### src/rtl/tm_ctrl_pkg.sv
// Shared definitions for the step controller: state encoding, widths and a
// saturating counter helper.
package tm_ctrl_pkg;

    localparam int unsigned STATE_W = 2;
    localparam int unsigned COUNT_W = 16;

    typedef enum logic [STATE_W-1:0] {
        ST_IDLE   = 2'd0,
        ST_RUN    = 2'd1,
        ST_STEP   = 2'd2,
        ST_HALTED = 2'd3
    } ctrl_state_t;

    function automatic logic [COUNT_W-1:0] sat_inc(input logic [COUNT_W-1:0] v);
        return (v == {COUNT_W{1'b1}}) ? v : v + COUNT_W'(1);
    endfunction

endpackage

### src/rtl/tm_tick_div.sv
// Programmable step-tick divider: period = BASE_DIV << rate_sel, registered
// single-cycle tick on each wrap, counter held at zero while disabled.
module tm_tick_div #(
    parameter int unsigned BASE_DIV = 250000,
    parameter int unsigned CNT_W    = 24
) (
    input  logic       clk_in,
    input  logic       reset,
    input  logic       enable,
    input  logic [1:0] rate_sel,
    output logic       tick
);

    localparam logic [CNT_W-1:0] BASE = CNT_W'(BASE_DIV);

    logic [CNT_W-1:0] count;
    logic [CNT_W-1:0] period_m1;

    // Period follows rate_sel live; the >= compare makes a shrink wrap at once.
    always_comb period_m1 = (BASE << rate_sel) - CNT_W'(1);

    always_ff @(posedge clk_in) begin
        if (reset || !enable) begin
            count <= '0;
            tick  <= 1'b0;
        end else if (count >= period_m1) begin
            count <= '0;
            tick  <= 1'b1;
        end else begin
            count <= count + CNT_W'(1);
            tick  <= 1'b0;
        end
    end

endmodule

### src/rtl/tm_step_controller.sv
// Run/pause/single-step controller for the machine core: command FSM,
// step_req/step_ack handshake, acknowledged-step counter and overrun flag.
module tm_step_controller
    import tm_ctrl_pkg::*;
#(
    parameter int unsigned BASE_DIV = 250000,
    parameter int unsigned CNT_W    = 24
) (
    input  logic               clk_in,
    input  logic               reset,
    input  logic [1:0]         rate_sel,
    input  logic               run_btn,
    input  logic               pause_btn,
    input  logic               step_btn,
    input  logic               halt_in,
    input  logic               step_ack,
    output logic               step_req,
    output logic [STATE_W-1:0] state,
    output logic [COUNT_W-1:0] step_count,
    output logic               overrun,
    output logic               tick_out
);

    ctrl_state_t state_q;
    logic        pend;
    logic        ack_ok_c;
    logic        tick_run_c;
    logic        step_go_c;
    logic        new_req_c;

    tm_tick_div #(
        .BASE_DIV (BASE_DIV),
        .CNT_W    (CNT_W)
    ) u_div (
        .clk_in   (clk_in),
        .reset    (reset),
        .enable   (state_q == ST_RUN),
        .rate_sel (rate_sel),
        .tick     (tick_out)
    );

    assign state = state_q;

    always_comb begin
        ack_ok_c   = step_ack && step_req;
        tick_run_c = tick_out && (state_q == ST_RUN);
        step_go_c  = (state_q == ST_IDLE) && !halt_in && !pause_btn && step_btn;
        new_req_c  = tick_run_c || step_go_c;
    end

    always_ff @(posedge clk_in) begin
        if (reset) begin
            state_q    <= ST_IDLE;
            step_req   <= 1'b0;
            step_count <= '0;
            overrun    <= 1'b0;
            pend       <= 1'b0;
        end else begin
            if (ack_ok_c) begin
                step_count <= sat_inc(step_count);
            end

            // A request colliding with an ack is parked for one cycle so the
            // core always sees step_req low between two requests.
            if (ack_ok_c) begin
                step_req <= 1'b0;
                pend     <= new_req_c;
            end else if (pend) begin
                step_req <= 1'b1;
                pend     <= 1'b0;
            end else if (new_req_c) begin
                if (tick_run_c && step_req) begin
                    overrun <= 1'b1;
                end
                step_req <= 1'b1;
            end

            case (state_q)
                ST_IDLE: begin
                    if (halt_in) begin
                        state_q <= ST_HALTED;
                    end else if (pause_btn) begin
                        state_q <= ST_IDLE;
                    end else if (step_btn) begin
                        state_q <= ST_STEP;
                    end else if (run_btn) begin
                        state_q <= ST_RUN;
                        overrun <= 1'b0;
                    end
                end
                ST_RUN: begin
                    if (halt_in) begin
                        state_q <= ST_HALTED;
                    end else if (pause_btn) begin
                        state_q <= ST_IDLE;
                    end
                end
                ST_STEP: begin
                    if (halt_in) begin
                        state_q <= ST_HALTED;
                    end else if (ack_ok_c) begin
                        state_q <= ST_IDLE;
                    end
                end
                ST_HALTED: state_q <= ST_HALTED;
                default:   state_q <= ST_IDLE;
            endcase
        end
    end

endmodule

### config.mk
export PLATFORM = sky130hd
export DESIGN_NAME = tm_step_controller
export DESIGN_NICKNAME = d
export VERILOG_FILES = /design/src/rtl/tm_ctrl_pkg.sv /design/src/rtl/tm_tick_div.sv /design/src/rtl/tm_step_controller.sv
export SDC_FILE = /design/constraint.sdc
export NUM_CORES = 1
export LEC_CHECK = 0
export CORE_MARGIN = 5
export CORE_UTILIZATION = 50
export DETAILED_ROUTE_END_ITERATION = 16
export GPL_TIMING_DRIVEN = 1
export HOLD_SLACK_MARGIN = 0.03
export PLACE_DENSITY_LB_ADDON = 0.2
export SETUP_SLACK_MARGIN = 0.5
export SYNTH_ARGS = -nofsm -noshare
export SYNTH_HDL_FRONTEND = slang
export SYNTH_SLANG_ARGS = --single-unit
### constraint.sdc
create_clock -name clk_in -period 1.8 [get_ports clk_in]
set_input_delay 0.27 -clock clk_in [delete_from_list [all_inputs] [get_ports clk_in]]
set_output_delay 0.27 -clock clk_in [all_outputs]
set_load 0.005 [all_outputs]
==> summary.txt <==
Run status
  • Status: finished with violations
  • Failing checks: negative setup slack

Drt
  • Drt total wl: between 9000 and 10000 µm
  • Vias: 2734
  • Drt drc: 0
  • ANT nets after route: 0
  • Drt first pass iters: 4
  • Post-DR vias/cell: 5.64
  • Routed len/inst: 18.7 µm
  • Initial DRC Count: 147

Power and ir drop
  • Clock power frac: 0.278
  • Sw Pwr: 764 µW
  • Flop pwr share: 0.421
  • Sw Share: 0.294
  • Comb pwr share: 0.302
  • Power Density: 594 mW/mm²
  • Max IR drop VDD: 0.413 mV
  • Internal power: 1830 µW
  • LEAKAGE: about 0.0018 µW

Finish
  • Final Core Density: 0.846
  • Area Growth Syn to Fin: 62.3%
  • Ratio of cells with drive above 1 in the final layout: 0.451
  • # nets final: 456
  • Ant diodes: 0

Clock tree
  • Root buffer cell: clkbuf_8
  • Post-CTS Hold Buffers: 0
  • Clock Tree Buf Depth: 2
  • CTS tree: done
  • Clk_lat worst skew: 0.31 ns
  • Clock Pin Slew Worst Setup and Hold Paths: 0.08 ns
  • CTS sink count: 46
  • TritonCTS Buffers: 5
  • Htree depth: 2

Worst setup path
  • CP arrival: 2.25 ns
  • Reg-to-Reg Start: u_div.count[21]
  • Critical Path Start Type: flop
  • Worst setup EP type: flop
  • Worst Setup Path Type: flop to flop
  • R2r endpoint: u_div.count[19]
  • Critical-path maximum fanout: 6
  • Worst path required time: 2.04 ns
  • R2R setup slack: -0.21 ns
  • R2R depth: 8

Synthesis
  • Number of synthesized flops with an enable pin: 0
  • Mapped Cells: 302
  • Post-synth cell types: 46
  • Ys async rst share: 0
  • Most common cell in the netlist: nor2_1
  • Synth Warn #: 0
  • Top cell type's share of synthesized area: 0.342
  • Area leader, netlist: dfxtp_1
  • Synthesized area: approximately 0.0027 mm²
  • Yosys reg bits: 46
  • Ys flop type: dfxtp_1
  • Avg Inst Size Synth: 8.92 µm²
  • Top cells by area, synth: dfxtp_1, ha_1, nor2_1, xnor2_1, xor2_1
  • Commonest cells post-synth: nor2_1, dfxtp_1, ha_1
  • Register area share after synthesis: 0.342

Timing
  • FMAX: approximately 500 MHz
  • Final min period: 2.01 ns
  • Final Setup Violations: 24
  • Final WS setup: -0.210 ns
  • Slew Viols, Final: 0
  • Max Clock Skew: 0.0167 ns
  • Minimum hold slack: 0.537 ns
  • Hold Vio Cnt, Final: 0
  • Period utilization: 1.12
  • Unrepaired setup endpoints after global routing: true

Job
  • # Max-Cap Violations: 0

GRT
  • Largest net degree at the start of global routing: 22
  • Total gr overflow: 0
  • Initial antenna violation count: 0
  • Vias in the first global route: 2763
  • Global-route wire length before repair: 13000 µm
  • Total Routing Usage GR: 0.228

Floorplanning
  • Core area: around 0.0052 mm²
  • Die height: 83.4 µm
  • Num ports: 30
  • Die width: 83.4 µm
  • Row cnt: 26
  • Die footprint: 0.00696 mm²
  • Initial Util: 0.521

Worst hold path
  • Sink of the worst hold path: u_div.count[22]
  • Hold path start: u_div.count[22]
  • Hold Path Class: flop to flop
  • Hold depth: 2

Place
  • Port bufs: 29
  • GPL Wtd Cong: 0.791
  • Detailed placement HPWL: 4570 µm
-- critical path, stage by stage, from the launching register on --
cell,delay (ns)
dfxtp_1,0.34
ha_1,0.25
a2111oi_1,0.39
o21ai_1,0.15
nor2_2,0.22
nand4b_4,0.19
buf_12,0.18
buf_16,0.13
nor2_1,0.10
-- cell usage in the layout (no fill, tap or decap), types with 4 or more instances in the layout --
master and n:
a21oi_1 9, and3_1 5, buf_4 59, buf_6 15, clkbuf_8 7, dfxtp_1 25
dfxtp_2 7, dfxtp_4 14, dlygate4sd2_1 22, ha_1 23, ha_4 8, inv_1 8
nand2_1 15, nand3_1 8, nand4_1 9, nor2_1 40, nor2_2 12, nor3_1 6
nor3_2 4, nor4_4 5, xnor2_1 18, xor2_1 12
-- stage by stage --
step	TNS [ns]	worst slack, ns	power, µW	std cells	instance area (µm²)
after floorplan	-0.679	-0.0363	1390	303	2900
after global placement	-19.06	-0.797	1550	427	3480
after detailed placement	-19.47	-0.824	1570	427	3480
after CTS	-2.06	-0.100	2530	478	4240
after global routing	-7.18	-0.340	2700	485	4380
final	-4.06	-0.210	2600	485	4380
-- metal layers --
layer  track usage  routed length, µm  vias to the layer above
met5             0                  0                        -
met4        0.0731                357                        0
met3        0.0475                392                       28
met2         0.434               4830                      100
met1         0.250               3460                     1320
li1              -                  -                     1286
-- kinds of logic (layout without fill, tap and decap cells) --
| logic type | Yosys count | count (layout) | synth area share |
|---|---|---|---|
| other | 2 | 3 | 0.00279 |
| adder cells (fa/ha/maj) | 33 | 33 | 0.153 |
| AND/OR/NAND/NOR | 138 | 138 | 0.287 |
| AO/OA/AOI/OAI | 31 | 31 | 0.0715 |
| flip-flops | 46 | 46 | 0.342 |
| buffers and inverters | 17 | 129 | 0.0292 |
| multiplexers | 2 | 2 | 0.00743 |
| XOR/XNOR | 33 | 33 | 0.107 |
-- worst max-delay path by stage --
| stage | slack, ns | to | start |
|---|---|---|---|
| finish | -0.21 | u_div.count[19] | u_div.count[21] |
| CTS | -0.10 | u_div.count[8] | rate_sel[1] |
| detailed placement | -0.82 | u_div.count[7] | rate_sel[1] |
| global route | -0.34 | u_div.count[19] | u_div.count[21] |
| global placement | -0.80 | u_div.count[10] | rate_sel[1] |
| floorplan | -0.04 | u_div.count[22] | rate_sel[1] |
-- state kept, by name, indices dropped and copies added, names as in the netlist --
signal / flops
step_count: 16
u_div.count: 24
u_div.tick: 1
step_req: 1
pend: 1
state: 2
overrun: 1
-- what timing repair did --
item	in CTS	in global routing
pin swaps	49	17
setup endpoints to repair	63	43
gates cloned	3	0
buffers inserted	40	7
resized for setup	110	18
-- area by class of cell --
class / count / area, µm²
Multi-Input combinational cell: 240 / 2140
Timing Repair Buffer: 108 / 1000
Sequential cell: 46 / 982
Fill cell: 263 / 797
Clock buffer: 7 / 96.3
Tap cell: 70 / 87.6
Inverter: 13 / 57.6
Clock inverter: 1 / 8.76
-- power groups by stage --
stage                     registers, µW  logic, µW  clock network [µW]
after floorplan                    1120        273                   0
after global placement             1120        432                   0
after global routing               1100        833                 773
after CTS                          1090        707                 737
after detailed placement           1120        444                   0
final                              1090        784                 721
No activity file was read; power rests on OpenSTA's default activity.
